[config.mk]
export PLATFORM = sky130hd
export DESIGN_NAME = superfx_fetch_unit
export DESIGN_NICKNAME = d
export VERILOG_FILES = /design/src/rtl/superfx_fetch_unit.sv
export SDC_FILE = /design/constraint.sdc
export NUM_CORES = 1
export LEC_CHECK = 0
export CAP_MARGIN = 30
export CORE_UTILIZATION = 47
export CTS_CLUSTER_SIZE = 16
export DETAILED_ROUTE_END_ITERATION = 16
export MAX_ROUTING_LAYER = met4
export PLACE_DENSITY = 0.81
export SYNTH_ARGS = -nofsm -noshare
export SYNTH_HDL_FRONTEND = slang
export SYNTH_SLANG_ARGS = --single-unit
[constraint.sdc]
create_clock -name clk -period 3.2 [get_ports clk]
set_input_delay 0.64 -clock clk [delete_from_list [all_inputs] [get_ports clk]]
set_output_delay 0.64 -clock clk [all_outputs]
set_load 0.01 [all_outputs]
[src/rtl/superfx_fetch_unit.sv]
// SuperFX instruction prefetch: issues byte reads at {pbr,pc}, buffers up to two opcodes for the decoder.
// Optional stall counter when SUPERFX_FETCH_STALL_CNT_EN is defined.
module superfx_fetch_unit #(
  parameter int BUF_DEPTH = 2
) (
  input  logic        clk,
  input  logic        reset_n,
  input  logic        go,
  input  logic        flush,
  input  logic [15:0] pc,
  input  logic [7:0]  pbr,
  output logic        pcen,
  output logic        rom_req,
  output logic [23:0] rom_addr,
  input  logic        rom_ack,
  input  logic [7:0]  rom_data,
  output logic        op_valid,
  output logic [7:0]  op_data,
  input  logic        op_ready
`ifdef SUPERFX_FETCH_STALL_CNT_EN
  ,
  input  logic        stall_clr,
  output logic [15:0] stall_cnt
`endif
);

  localparam logic [1:0] S_IDLE    = 2'd0;
  localparam logic [1:0] S_REQ     = 2'd1;
  localparam logic [1:0] S_DISCARD = 2'd2;
  localparam logic [1:0] FULL      = 2'(BUF_DEPTH);

  logic [1:0] state;
  logic [1:0] count;
  logic       head;
  logic       tail;
  logic [7:0] mem [0:BUF_DEPTH-1];
  logic       issue;
  logic       push;
  logic       pop;

  // reset_n gates the issue so pcen is also forced low while reset is held
  assign issue    = reset_n && (state == S_IDLE) && go && !flush && (count < FULL);
  assign pcen     = issue;
  assign push     = (state == S_REQ) && rom_ack && !flush;
  assign pop      = op_ready && op_valid;
  assign tail     = head ^ count[0];
  assign op_valid = (count != 2'd0);
  assign op_data  = mem[head];

  always_ff @(posedge clk or negedge reset_n) begin
    if (!reset_n) begin
      state    <= S_IDLE;
      rom_req  <= 1'b0;
      rom_addr <= '0;
    end else begin
      case (state)
        S_IDLE: begin
          if (issue) begin
            rom_addr <= {pbr, pc};
            rom_req  <= 1'b1;
            state    <= S_REQ;
          end
        end
        S_REQ: begin
          if (rom_ack) begin
            rom_req <= 1'b0;
            state   <= S_IDLE;
          end else if (flush) begin
            state <= S_DISCARD;
          end
        end
        S_DISCARD: begin
          // bus cannot abort: keep requesting until the stale byte arrives
          if (rom_ack) begin
            rom_req <= 1'b0;
            state   <= S_IDLE;
          end
        end
        default: begin
          rom_req <= 1'b0;
          state   <= S_IDLE;
        end
      endcase
    end
  end

  always_ff @(posedge clk or negedge reset_n) begin
    if (!reset_n) begin
      count <= '0;
      head  <= 1'b0;
      mem   <= '{default: '0};
    end else begin
      if (push)
        mem[tail] <= rom_data;
      if (pop)
        head <= ~head;
      if (flush)
        count <= '0;
      else
        count <= count + {1'b0, push} - {1'b0, pop};
    end
  end

`ifdef SUPERFX_FETCH_STALL_CNT_EN
  always_ff @(posedge clk or negedge reset_n) begin
    if (!reset_n)
      stall_cnt <= '0;
    else if (stall_clr)
      stall_cnt <= '0;
    else if (go && op_ready && !op_valid && (stall_cnt != '1))
      stall_cnt <= stall_cnt + 16'd1;
  end
`endif

endmodule

After elaboration in Yosys (flattened, before gate mapping):

Cells that the tools add are included.

* add/subtract/negate cells: 2
* order comparisons: 4
* equality and inequality tests: 6
* multiplexer cells: 15
* bitwise gates (word level): 4
* reductions and logical operators: 15

Operators by type and width (count)
* 2-to-1 mux 8 bit: 4
* bitwise mux 16 bit: 1
* 2-to-1 mux 2 bit: 5
* demux 8 bit (select 1 bit): 1
* logical AND 1 bit: 8
* one-hot mux 2 bit (3 select lines): 1
* >= comparator 2 bit (second input constant): 2
* != test 2 bit (second input constant): 2
* inverter 1 -> 2 bit: 2
* AND reduction 2 bit: 2
* != test 3 bit (second input constant): 1
* AND reduction 3 bit: 1
* adder 2 x 1 -> 2 bit: 1
* == test 2 x 1 -> 1 bit (second input constant): 1
* == test 2 bit (second input constant): 1
* zero test 2 bit: 1
* less-than comparator 2 x 1 -> 1 bit (second input constant): 1
* less-than comparator 2 bit (second input constant): 1
* 2-to-1 mux 1 bit: 2
* != test 2 x 1 -> 1 bit (second input constant): 1
* one-hot mux 1 bit (2 select lines): 1
* nonzero test 2 bit: 1
* OR reduction 2 bit: 1
* subtractor 2 x 1 -> 2 bit: 1
* other kinds (3): 3

* register bits: 46
* input bits: 38
* output and inout bits: 35
* logic and storage cells: 53

Longest topological paths before layout:

* depth in word-level cells: 7
* gate-level depth with buffers: 7

Worst setup path before layout:

Ideal clock, no wire load.

* kind: input to output
* from: in flush
* to: out pcen
* arrival time: 1.295 ns
* path slack: 1.265 ns
* stages: 4
* path buffers: 1
* cells stage by stage: and4bb_2 nand2_4 buf_6 inv_1

* longest elaborated chain between the ends: 3

Ends and longest elaborated chain
* start: declaration: RTL line 9 `input logic flush,`
* zero test 1 bit: RTL line 42 `assign issue = reset_n && (state == S_IDLE) && go && !flush && (count < FULL);`
* logical AND 1 bit (2 in a row): RTL line 42
* end: declaration: RTL line 12 `output logic pcen,`

Every way passes these cells.

Worst setup path after layout:

Ends and elaborated chain as after synthesis.

==> impl_metrics.tcl <==
set metrics [dict create \
    maximum_number_of_pins_on_one_net_before_global_route_repair 47 \
    via_per_inst 4.98 \
    synth.largest_area_cell "dfrtp_1" \
    count_of_input_and_output_buffers 72 \
    num_rows 23 \
    synthesis.instances 134 \
    vdd.ir_drop.worst_uv 464 \
    first_pass_iters 4 \
    number_of_antenna_violations_at_the_first_check_in_global_routing 0 \
    grt.overflow.total 0 \
    clk-insertion-delay-late_ps 300 \
    cp_common_cell "clkdlybuf4s50_1" \
    seqPwrFrac 0.401 \
    intPower_w 0.00179 \
    path_max_fanout 6 \
    cts.sink_count 46 \
    synthesis.nets 176 \
    routed_wirelength_um 3890 \
    critPathTopFamily "buffers and inverters" \
    power_switching_share 0.305 \
    place_hpwl_um 2880 \
    power.share.combinational 0.465 \
    pwr-share-clk 0.134 \
    status "finished, final reports clean" \
    min-delay-path-class "in -> async" \
    clock.fmax_mhz 359 \
    area_delta_synth_final_pct 42.9 \
    timing.final.crit_share 0.869 \
    antennaDiodeCount 0 \
    synth.yosys.seq_area_share 0.582 \
    synth-edff-count 0 \
    clock_transition_time_at_the_flip_flop_clock_pins_of_the_worst_setup_and_hold_paths_ps 80 \
    tightest_slew_ps 550 \
    drt.antenna.violating_nets 0 \
    worstPathRequired_ps 2560 \
    yosys_warnings 0 \
    regToRegSetupSlack_ps 1410 \
    power.static_leakage_nw 1.22 \
    top_level_ports 73 \
    htreeDepth 2 \
    chipWidth_um 66.9 \
    grt_first_pass_wirelength_um 6250 \
    launching_instance_or_port_of_the_critical_path "flush" \
    drv_cap 0 \
    synthFlopType "dfrtp_1" \
    final-hold-violation-count 0 \
    finalCoreUtilization 0.702 \
    yosys.cell_count.top_type "mux2_2" \
    worstSetupPathType "in -> out" \
    worst_r2r_endpoint "mem[14]$_DFFE_PN0P_" \
    setup.worst_path.end "pcen" \
    critical_path_cell_sequence "clkdlybuf4s50_1 -> and4bb_2 -> nand2_4 -> inv_1 -> clkdlybuf4s50_1" \
    crit_arrival_ps 2140 \
    floorplan.initialDensity 0.491 \
    grt_setup_unrepaired "false" \
    inserted_clock_buffers 5 \
    max-slew-margin-rel 0.633 \
    setup_viol_count_final 0 \
    ys_seq_elements 46 \
    place_congestion 0.729 \
    die_height_um 66.9 \
    post_cts_hold_buffer_count 0 \
    grt_pass1_vias 1374 \
    number_of_buffer_and_inverter_instances_along_the_worst_setup_path 3 \
    drive_above_1_share 0.291 \
    postSynth.asyncResetShare 1.00 \
    die_footprint_mm2 0.00447 \
    cp_slowest_stage_delay_ps 530 \
    root_buffer "clkbuf_8" \
    synth.distinct_cells 25 \
    tritoncts "done" \
    ff2ff_path_depth 5 \
    fin_clk_skew_ps 11.5 \
    power.density_mw_per_mm2 909 \
    clockBufferDepth 2 \
    p_total_w 0.00257 \
    reg2reg_from "state[1]$_DFFE_PN0P_" \
    setup.worst_path.end_class "output port" \
    detailedRoute.firstIterationViolations 33 \
    count_of_cell_instances_traversed_by_the_critical_path 5 \
    design.core.area_mm2 0.00403 \
    num_vias 1310 \
    cp-start-kind "input port" \
    final_max_slew_viols 0 \
    postCtsResizedCells 0 \
    routed_wire_length_per_instance_um 14.8 \
    yosys-top-cells-count "mux2_2, dfrtp_1, inv_1, ha_1" \
    crit_path_top_delay_cell "clkdlybuf4s50_1" \
    post_synth_instance_area_mm2 0.00198 \
    fin_hold_ws_ps 439 \
    synthDominantCellAreaShare 0.582 \
    finalCriticalPeriod_ps 2780 \
    syn-mean-instance-area_um2 14.8 \
    power.net_switching_w 0.000785 \
    fin_nets 254 \
    fillerInstances 270 \
    post-route-drc-count 0 \
    yosys-top-cells-area "dfrtp_1, mux2_2, ha_1" \
    groute.usage.overall 0.201 \
    totalNegativeSetupSlack_ps 0 \
    post_cts.repair.setup_buffers 0 \
]
==> routing by layer <==
metal | vias to the layer above | track usage | share of wire
met2 | 54 | 0.306 | 0.48
met3 | 8 | 0.0805 | 0.078
li1 | 624 | - | -
met4 | 0 | 0.106 | 0.022
met5 | - | - | 0
met1 | 624 | 0.227 | 0.42
==> kinds of logic (layout without fill, tap and decap cells) <==
logic type | after synthesis | count (layout) | share of synthesized area
and+or+nand+nor | 15 | 15 | 0.0506
xor gates and xnor gates | 3 | 3 | 0.0133
AOI/OAI and AO/OA | 9 | 9 | 0.0272
muxes | 48 | 48 | 0.273
buffers and inverters | 9 | 88 | 0.0285
adders and majority gates | 4 | 4 | 0.0253
DFF | 46 | 46 | 0.582
==> worst register-to-register path: stages, from the launching register on <==
cell and delay [ps]:
dfrtp_1 400, inv_1 90, ha_1 180, nand3b_1 180, nor2_2 430, mux2_2 390
==> power by group through the flow <==
stage	clock [W]	sequential, W	combinational, W
finish	0.000346	0.00103	0.00119
CTS	0.000361	0.00103	0.00121
detailed placement	0	0.00104	0.00120
global route	0.000385	0.00107	0.00129
global placement	0	0.00102	0.00117
floorplan	0	0.00106	0.000543
==> stage by stage <==
step	cells	area (um2)	setup slack [ps]
floorplan	134	1980	1260
global placement	255	2740	427
detailed placement	255	2740	421
CTS	263	2830	409
global route	263	2830	335
finish	263	2830	418
==> flip-flops by register name, summed over array words and instances (netlist names) <==
register  flops
rom_addr     24
mem          16
count         2
state         2
head          1
rom_req       1
==> placed cells by master (no fill, tap or decap) <==
cell type / netlist / routed
o21a_1: 1 / 1
nor2_1: 1 / 1
dfrtp_1: 46 / 46
nand2b_1: 2 / 2
o41ai_1: 1 / 1
or2_2: 1 / 1
a21oi_1: 3 / 3
clkinv_4: 0 / 1
clkbuf_8: 0 / 5
nand2_1: 2 / 2
mux2_2: 47 / 47
inv_1: 5 / 5
clkdlybuf4s50_1: 0 / 71
a21boi_0: 1 / 1
and4b_1: 1 / 1
buf_2: 0 / 1
nand2_4: 1 / 1
mux2_1: 1 / 1
o21ai_0: 3 / 3
nor3_1: 2 / 2
nor2b_1: 2 / 2
buf_4: 2 / 3
xor2_1: 2 / 2
xnor2_1: 1 / 1
nand3b_1: 1 / 1
and4bb_2: 1 / 1
clkinv_2: 0 / 1
nor2_2: 1 / 1
ha_1: 4 / 4
clkbuf_1: 0 / 1
==> final cells by class <==
| class | count | area [um2] | area share |
|---|---|---|---|
| Clock inverter | 2 | 13.8 | 0.00487 |
| Tap cell | 50 | 62.6 | 0.0221 |
| Multi-Input combinational cell | 79 | 771 | 0.273 |
| Inverter | 5 | 18.8 | 0.00664 |
| Sequential cell | 46 | 1150 | 0.407 |
| Timing Repair Buffer | 75 | 738 | 0.261 |
| Clock buffer | 6 | 72.6 | 0.0257 |
==> how the worst min path moves through the flow <==
stage | slack, ps | to | cells past startpoint | start
floorplan | 340 | count[0]$_DFF_PN0_ | 0 | reset_n
global placement | 460 | mem[1]$_DFFE_PN0P_ | 1 | mem[1]$_DFFE_PN0P_
detailed placement | 490 | mem[12]$_DFFE_PN0P_ | 1 | mem[12]$_DFFE_PN0P_
CTS | 450 | rom_addr[19]$_DFFE_PN0P_ | 2 | reset_n
global route | 480 | count[1]$_DFF_PN0_ | 2 | reset_n
finish | 440 | mem[0]$_DFFE_PN0P_ | 2 | reset_n
Power figures use the tool's default switching activity.
